File: src/rtl/instr_fetch.sv
// Instruction fetch stage: owns the PC, reads instruction memory and hands each
// fetched instruction to decode through a registered IF/ID slot.
module instr_fetch #(
   parameter int unsigned        ADDR_W   = 16,
   parameter int unsigned        INSTR_W  = 16,
   parameter logic [ADDR_W-1:0]  RESET_PC = 16'h0000,
   parameter logic [3:0]         HALT_OP  = 4'hF
) (
   input  logic               clk,
   input  logic               rst_n,
   output logic [ADDR_W-1:0]  im_addr,
   output logic               im_rd_en,
   input  logic [INSTR_W-1:0] im_instr,
   output logic [INSTR_W-1:0] if_instr,
   output logic [ADDR_W-1:0]  if_pc,
   output logic [ADDR_W-1:0]  if_pc_plus1,
   output logic               if_valid,
   input  logic               id_ready,
   input  logic               flush,
   input  logic [ADDR_W-1:0]  flush_target,
   output logic               halted,
   output logic [1:0]         dbg_state
);

   // Handshake: decode takes if_instr on a rising edge where if_valid && id_ready.
   // The slot may be refilled on that same edge; while if_valid && !id_ready the
   // slot and the PC hold and no memory read is issued.

   typedef enum logic [1:0] {
      WAKE   = 2'd0,
      RUN    = 2'd1,
      HALTED = 2'd2
   } state_t;

   state_t            state;
   logic [ADDR_W-1:0] pc;
   logic              adv;
   logic              is_halt;

   assign adv       = !if_valid || id_ready;
   assign is_halt   = (im_instr[INSTR_W-1 -: 4] == HALT_OP);
   assign im_addr   = pc;
   assign im_rd_en  = (state == RUN) && adv;
   assign dbg_state = state;

   always_ff @(posedge clk or negedge rst_n) begin
      if (!rst_n) begin
         state       <= WAKE;
         pc          <= RESET_PC;
         if_instr    <= '0;
         if_pc       <= '0;
         if_pc_plus1 <= '0;
         if_valid    <= 1'b0;
         halted      <= 1'b0;
      end else if (flush) begin
         // Redirect beats stall and halt; the slot contents go stale under valid=0.
         state    <= RUN;
         pc       <= flush_target;
         if_valid <= 1'b0;
         halted   <= 1'b0;
      end else begin
         case (state)
            WAKE: state <= RUN;
            RUN: begin
               if (adv) begin
                  if_instr    <= im_instr;
                  if_pc       <= pc;
                  if_pc_plus1 <= pc + 1'b1;
                  if_valid    <= 1'b1;
                  if (is_halt) begin
                     state  <= HALTED;
                     halted <= 1'b1;
                  end else begin
                     pc <= pc + 1'b1;
                  end
               end
            end
            HALTED: begin
               if (id_ready) if_valid <= 1'b0;
            end
            default: state <= WAKE;
         endcase
      end
   end

endmodule

File: config.mk
export PLATFORM = sky130hd
export DESIGN_NAME = instr_fetch
export DESIGN_NICKNAME = d
export VERILOG_FILES = /design/src/rtl/instr_fetch.sv
export SDC_FILE = /design/constraint.sdc
export NUM_CORES = 1
export LEC_CHECK = 0
export ABC_AREA = 0
export CORE_MARGIN = 8
export CORE_UTILIZATION = 41
export DETAILED_ROUTE_END_ITERATION = 16
export PLACE_DENSITY = 0.72
export RECOVER_POWER = 100
export SETUP_SLACK_MARGIN = 0.05
export SYNTH_ARGS = -nofsm -noshare
export SYNTH_HDL_FRONTEND = slang
export SYNTH_SLANG_ARGS = --single-unit
File: constraint.sdc
create_clock -name clk -period 1.8 [get_ports clk]
set_clock_uncertainty 0.05 [all_clocks]
set_input_delay 0.36 -clock clk [delete_from_list [all_inputs] [get_ports clk]]
set_output_delay 0.36 -clock clk [all_outputs]
set_load 0.05 [all_outputs]
* Word-level counts from Yosys, hierarchy flattened
Cells that the tools add are included.
** Storage, ports and cells
- Register bits after elaboration :: 68
- Input bits :: 36
- Word-level logic and storage cells :: 46
** Operators by class
- Add/subtract/negate cells :: 1
- Eq/ne operators :: 8
- Multiplexer cells :: 16
- Bitwise logic cells :: 1
- Reductions and logical operators :: 13
** Operator list (count)
- $mux 16 :: 4
- $add 16x1->16 const B :: 1
- $reduce_and 3->1 :: 5
- $ne 3x3->1 const B :: 3
- $mux 1 :: 7
- $mux 2 :: 3
- $pmux 2 s3 :: 1
- $reduce_bool 2->1 :: 3
- $eq 4x4->1 const B :: 1
- $ne 2x2->1 const B :: 2
- $reduce_bool 3->1 :: 1
- $eq 2x1->1 const B :: 1
- $eq 2x2->1 const B :: 1
- $logic_not 2->1 :: 1
- $pmux 1 s2 :: 1
- $logic_and 1x1->1 :: 1
- $logic_not 1->1 :: 1
- $logic_or 1x1->1 :: 1
- $not 1->1 :: 1

* Longest topological paths before layout
Gate-level depths: netlist (run 1).
- Word-level depth :: 5
- Mapped depth :: 7

* Worst setup path before layout (run 1)
OpenSTA, ideal clock, no wires.
- Kind :: register to register
- From :: register pc[0] (netlist: im_addr[0])
- To :: register pc[14] (netlist: im_addr[14])
- Data arrival time :: 2.246 ns
- Data required time :: 1.668 ns
- Setup slack :: -0.577 ns
- Stages on the path, launching flop included :: 7
- Path buffers :: 1
- Period minus slack after synthesis :: 2.377 ns
- Cell sequence :: dfrtp_1 > ha_1 > nand3_2 > or3_1 > buf_2 > or4_1 > a31oi_1
** On the way
- Cells in the longest elaborated chain, start to end :: 5
** Ends and longest elaborated chain
- start, declared :: line 36 : logic [ADDR_W-1:0] pc;
- start signal, assigned :: line 58 : pc <= flush_target;
- start signal, assigned :: line 74 : pc <= pc + 1'b1;
- $add 16x1->16 :: line 74
- $mux 16 :: line 70 : if (is_halt) begin
- $mux 16 :: line 65 : if (adv) begin
- $mux 16 :: line 62 : case (state)
- $mux 16 :: line 55 : end else if (flush) begin
No other way between the ends. The select of a mux whose other input is x is not followed.
A chain may end at the register's enable or synchronous reset.

* Worst setup path after layout (run 1)
- From :: register pc[0] (netlist: im_addr[0])
- To :: register pc[12] (netlist: im_addr[12])
The elaborated chain is that of the path after synthesis.

==> results.py, run 1 <==
metrics = {
    "yosys": {
        "syn-num-nets": 384,
        "async_flop_share_pct": 100,
        "seq_area_frac_synth_pct": 55.3,
        "postSynthCellCount": 347,
        "ys_warn_count": 0,
        "netlist_area_sq_um": 3080,
        "synth-seq-cells": 68,
        "synthDistinctLibCells": 32,
        "synth_edf_count": 0,
        "synthFlopType": "dfrtp_1",
        "syn_area_per_cell_sq_um": 8.86,
    },
    "global_routing": {
        "grtUsageMet3_pct": 3.92,
        "antenna_found_initial": 0,
        "use_met2_pct": 26.0,
        "grt_pass1_vias": 2890,
        "grt_pass1_wl_um": 14400,
        "grt_max_degree": 37,
        "track_usage_pct": 17.4,
        "met1_usage_pct": 23.1,
        "grt_overflow_total": 0,
        "grt-busiest-layer": "met2",
    },
    "clocking": {
        "insertion_delay_ns": 0.35,
        "clkSinkCount": 68,
        "cts_buffers": 9,
        "cts_root_buf": "clkbuf_8",
        "clk_pin_slew_worst_paths_ns": 0.08,
        "cts.path.max_buffers": 2,
        "h-tree-depth": 3,
        "cts_tree": "built",
    },
    "sta": {
        "hold_viol_final": 0,
        "setup_tns_ns": 0,
        "hold_ws_ns": 0.419,
        "slew_viol_final": 0,
        "tightestPinTransition_ns": 0.859,
        "setup_viol_count_final": 0,
        "fin_crit_ns": 1.79,
        "rsz0062_at_grt": "true",
        "slew_headroom_pct": 42.8,
        "fin_crit_sh_pct": 99.2,
        "fmax_ghz": 0.560,
        "timing.final.ws_setup_ns": 0.0135,
    },
    "power_and_ir_drop": {
        "p_per_area_nw_per_um2": 1040,
        "p_sw_share_pct": 41.7,
        "intPower_mw": 2.79,
        "pwr-share-seq_pct": 39.7,
        "power.net_switching_mw": 2.00,
        "p_total_mw": 4.79,
        "power_frac_clock_pct": 23.1,
        "p_comb_share_pct": 37.2,
        "power.leakage_nw": 2.12,
        "peakVddDrop_uv": 493,
    },
    "setup_path": {
        "r2r-end": "im_addr[12]",
        "cp_max_fo": 6,
        "worstPathArrival_ns": 2.00,
        "startpoint_type": "flop",
        "cp-startpoint": "im_addr[0]",
        "required_ns": 2.01,
        "cp-end-kind": "flop",
        "crit_type": "flop to flop",
        "worstSetupEndpoint": "im_addr[12]",
        "r2r-start": "im_addr[0]",
        "rrSetupSlack_ns": 0.01,
        "r2r_cells": 5,
    },
    "floorplan": {
        "die_h_um": 103,
        "start_util_pct": 42.4,
        "core-area_sq_um": 7250,
        "io_pins": 105,
        "design.die.area_sq_um": 10500,
        "dieWidth_um": 103,
        "fp-row-count": 31,
    },
    "finish": {
        "synthToLayoutAreaGrowth_pct": 49.9,
        "nFillCells": 678,
        "fin_cells": 600,
        "finalNetCount": 533,
        "layout_commonest_cell": "nand2_1",
        "antenna-diode-count": 0,
        "drive_above_1_share_pct": 25.0,
        "final_cell_mix": "128 x nand2_1, 55 x dfrtp_1, 54 x buf_4, 48 x clkbuf_1, 33 x clkdlybuf4s50_1",
    },
    "placed_design": {
        "preCtsSetupSlack_ns": -0.304,
        "gp_congestion": 0.800,
        "io_buffer_count": 104,
        "dp.cells": 567,
        "hpwlAfterDp_um": 6600,
    },
    "run_status": {
        "status": "completed",
    },
    "detailed_routing": {
        "routed_wl_um": 9010,
        "drc": 0,
        "viasPerCell": 4.96,
        "ant_nets": 0,
        "drt_iter0_drc": 90,
        "wl_per_cell_um": 15.0,
        "vias": 2978,
        "drt-pass1-iter-count": 4,
    },
    "min_path": {
        "hold_path.class": "input port to flop",
        "min_path_cells": 4,
    },
    "flow_run": {
        "drv_cap": 0,
    },
}
-- power groups by stage --
stage / registers [mW] / clock network, mW / logic (mW)
after global routing: 1.94 / 1.22 / 1.90
after floorplan: 2.71 / 0 / 0.388
final: 1.90 / 1.11 / 1.78
after CTS: 1.91 / 1.15 / 1.94
after detailed placement: 1.93 / 0 / 1.92
after global placement: 1.93 / 0 / 1.90
-- worst max-delay path, cell delays in order (launching register included) --
cell and delay, ns:
dfrtp_2 0.41, ha_4 0.16, nand3_4 0.07, or3_4 0.41, or4_1 0.42, a31oi_1 0.18
-- timing repair --
action | in CTS | in global routing
pin swaps | 4 | 11
resized for setup | 5 | 11
endpoints found under the hold margin | 32 | 0
setup buffers | 2 | 13
hold buffers | 1 | 0
gates cloned | 0 | 1
endpoints found under the setup margin | 5 | 6
-- layer usage --
metal,part of all wire (%),up-vias
met5,0,-
met4,1.9,0
met3,6.6,12
met2,47,85
met1,44,1423
li1,-,1458
-- layout make-up --
class / count / area (sq um) / share of cell area, %
clock buffers: 12 / 145 / 3.15
clock inverters: 4 / 25.0 / 0.543
inverters: 2 / 7.51 / 0.163
multi-input cells: 255 / 1390 / 30.2
flip-flops and latches: 68 / 1720 / 37.3
well taps: 99 / 124 / 2.69
repair buffers: 160 / 1200 / 26.0
-- flip-flops by register name, indices dropped and copies added, names as in the netlist --
name and cells:
dbg_state 2, halted 1, if_instr 16, if_pc 16
if_pc_plus1 16, if_valid 1, im_addr 16
-- kinds of logic after synthesis --
| kind of cell | share of synthesized area (%) |
|---|---|
| AND/OR/NAND/NOR | 27.5 |
| flip-flops | 55.3 |
| AO/OA/AOI/OAI | 8.34 |
| buffers and inverters | 3.25 |
| XOR/XNOR | 4.84 |
| multiplexers | 0.325 |
| adder cells (fa/ha/maj) | 0.407 |
-- cells in the mapped netlist, drive strengths merged (2+ instances only) --
cell,n,area share (%)
nand2,128,16
dfrtp,68,55
o21ai,23,3.7
clkbuf,19,2.4
nor2,14,1.7
xnor2,11,3.1
nand3,10,1.8
a31oi,9,1.8
nand4,8,1.8
or3,6,1.2
or4,6,1.5
xor2,6,1.7
o31ai,5,1.2
buf,4,0.65
nor3,4,0.65
a21oi,3,0.49
and3,3,0.61
nand2b,3,0.61
nor2b,3,0.61
nor4,3,0.61
inv,2,0.24
o211ai,2,0.49
-- worst min path at each step --
stage | from | end | slack, ns
floorplan | rst_n | dbg_state[0] | 0.01
global placement | rst_n | if_instr[2] | 0.29
detailed placement | rst_n | if_pc[13] | 0.29
CTS | if_pc[3] | if_pc[3] | 0.43
global route | if_pc[2] | if_pc[2] | 0.45
finish | id_ready | if_valid | 0.42
-- metrics by stage --
stage | area (sq um) | util [%]
finish | 4610 | 63.6
CTS | 4690 | 64.6
global placement | 4470 | 61.7
detailed placement | 4470 | 61.7
floorplan | 3190 | -
global route | 4610 | 63.6
(Power assumes the default switching activity.)
==> run 2, diff against run 1 <==
ABC_CLOCK_PERIOD_IN_PS = 1800   (was unset)
CORE_ASPECT_RATIO = 0.7   (was unset)
==> results.py, run 2 (synthesized netlist as in run 1, its figures left out) <==
metrics = {
    "detailed_routing": {
        "routed_wl_um": 9650,
        "ant_nets": 0,
        "drt_iter0_drc": 103,
        "vias": 2963,
        "drt-pass1-iter-count": 4,
        "viasPerCell": 5.03,
        "wl_per_cell_um": 16.4,
        "drc": 0,
    },
    "setup_path": {
        "cp_max_fo": 7,
        "rrSetupSlack_ns": 0.01,
        "required_ns": 2.01,
        "worstPathArrival_ns": 1.99,
        "startpoint_type": "flop",
        "r2r-end": "im_addr[12]",
        "r2r-start": "im_addr[0]",
        "r2r_cells": 5,
        "cp-end-kind": "flop",
        "crit_type": "flop to flop",
        "cp-startpoint": "im_addr[0]",
    },
    "sta": {
        "rsz0062_at_grt": "true",
        "hold_viol_final": 0,
        "hold_ws_ns": 0.202,
        "fin_crit_sh_pct": 99.3,
        "slew_headroom_pct": 55.3,
        "fmax_ghz": 0.560,
        "setup_viol_count_final": 0,
        "fin_crit_ns": 1.79,
        "slew_viol_final": 0,
        "tightestPinTransition_ns": 0.671,
        "timing.final.ws_setup_ns": 0.0127,
    },
    "clocking": {
        "clk_pin_slew_worst_paths_ns": 0.07,
        "h-tree-depth": 3,
        "cts_root_buf": "clkbuf_8",
        "clkSinkCount": 68,
        "cts_tree": "built",
        "cts_buffers": 9,
        "insertion_delay_ns": 0.34,
        "cts.path.max_buffers": 2,
    },
    "global_routing": {
        "grt-busiest-layer": "met2",
        "grt_pass1_vias": 3100,
        "grtUsageMet3_pct": 6.82,
        "grt_pass1_wl_um": 15700,
        "met1_usage_pct": 24.4,
        "grt_max_degree": 35,
        "track_usage_pct": 18.7,
        "grt_overflow_total": 0,
        "use_met2_pct": 29.2,
        "antenna_found_initial": 0,
    },
    "placed_design": {
        "hpwlAfterDp_um": 7150,
        "gp_congestion": 0.837,
        "preCtsSetupSlack_ns": -0.281,
        "io_buffer_count": 104,
        "post_dp_cell_area_sq_um": 4500,
    },
    "finish": {
        "final_area_sq_um": 4600,
        "multiInputGateArea_sq_um": 1390,
        "antenna-diode-count": 0,
        "final_cell_mix": "128 x nand2_1, 56 x dfrtp_1, 41 x clkbuf_1, 38 x buf_4, 29 x clkdlybuf4s50_1",
        "finalNetCount": 523,
        "layout_commonest_cell": "nand2_1",
        "drive_above_1_share_pct": 25.1,
        "synthToLayoutAreaGrowth_pct": 49.6,
        "seq_area_sq_um": 1720,
        "nFillCells": 684,
    },
    "power_and_ir_drop": {
        "p_sw_share_pct": 39.8,
        "peakVddDrop_uv": 453,
        "p_comb_share_pct": 35.3,
        "power.leakage_nw": 2.15,
        "power_frac_clock_pct": 27.5,
        "intPower_mw": 3.06,
        "power.net_switching_mw": 2.03,
        "p_per_area_nw_per_um2": 1110,
        "pwr-share-seq_pct": 37.3,
    },
    "min_path": {
        "hp-start": "im_instr[14]",
        "hold_path.class": "input port to flop",
        "hold-path-endpoint": "if_instr[14]",
        "min_path_cells": 3,
    },
    "floorplan": {
        "io_pins": 105,
        "design.die.area_sq_um": 10600,
        "fp-row-count": 26,
        "start_util_pct": 42.2,
        "dieWidth_um": 120,
        "core-area_sq_um": 7290,
        "die_h_um": 88.5,
    },
    "run_status": {
        "status": "completed",
    },
    "flow_run": {
        "drv_cap": 0,
    },
}
-- run 2: cell types whose count changed in the layout (fill, tap and decap cells not counted), moves of 2 or more --
cell	previous run	this run
clkbuf_4	1	3
clkdlybuf4s50_1	33	29
clkbuf_2	12	24
dlymetal6s2s_1	1	4
clkbuf_1	48	41
bufinv_16	0	2
buf_4	54	38
-- run 2: cell type report --
type / instances / area share (%)
Multi-Input combinational cell: 254 / 30.3
Timing Repair Buffer: 151 / 24.8
Inverter: 2 / 0.163
Clock buffer: 12 / 3.15
Clock inverter: 4 / 1.58
Sequential cell: 68 / 37.3
Tap cell: 98 / 2.67
-- run 2: power groups by stage --
stage	combinational [mW]	sequential, mW	clock [mW]
after floorplan	0.388	2.71	0
after global placement	1.93	1.92	0
after detailed placement	1.96	1.93	0
after CTS	1.97	1.90	1.42
after global routing	1.91	1.93	1.50
final	1.80	1.90	1.40
-- run 2: metal layers --
| layer | vias up | share of wire [%] |
|---|---|---|
| met4 | 0 | 0.96 |
| met3 | 13 | 7.5 |
| met1 | 1402 | 47 |
| met5 | - | 0 |
| met2 | 105 | 45 |
| li1 | 1443 | - |
-- run 2: how the worst max path moves through the flow --
stage                             end  slack (ns)
after global routing      im_addr[12]       -0.02
after floorplan           im_addr[12]       -0.22
final                     im_addr[12]        0.01
after global placement     im_addr[9]       -0.25
after CTS                 im_addr[15]        0.06
after detailed placement  im_addr[15]       -0.28
-- run 2: repair_timing --
item,in CTS,in global routing
pin swaps,3,5
gates resized for setup,4,15
endpoints found under the hold margin,23,0
buffers inserted,1,5
endpoints found under the setup margin,3,9
hold buffers,1,0
-- run 2: per-stage QoR --
stage | std cells | util [%] | setup TNS [ns] | power, mW
CTS | 584 | 65.1 | 0 | 5.29
finish | 589 | 63.1 | 0 | 5.09
global placement | 566 | 61.7 | -1.88 | 3.85
global route | 589 | 63.1 | -0.0249 | 5.34
detailed placement | 566 | 61.7 | -2.55 | 3.89
floorplan | 347 | - | -1.16 | 3.10
-- run 2: worst max-delay path, cell delays in order, from the launching register on --
cell,delay [ns]
dfrtp_2,0.43
ha_4,0.17
nand3_4,0.07
or3_4,0.37
or4_4,0.44
a31oi_2,0.17
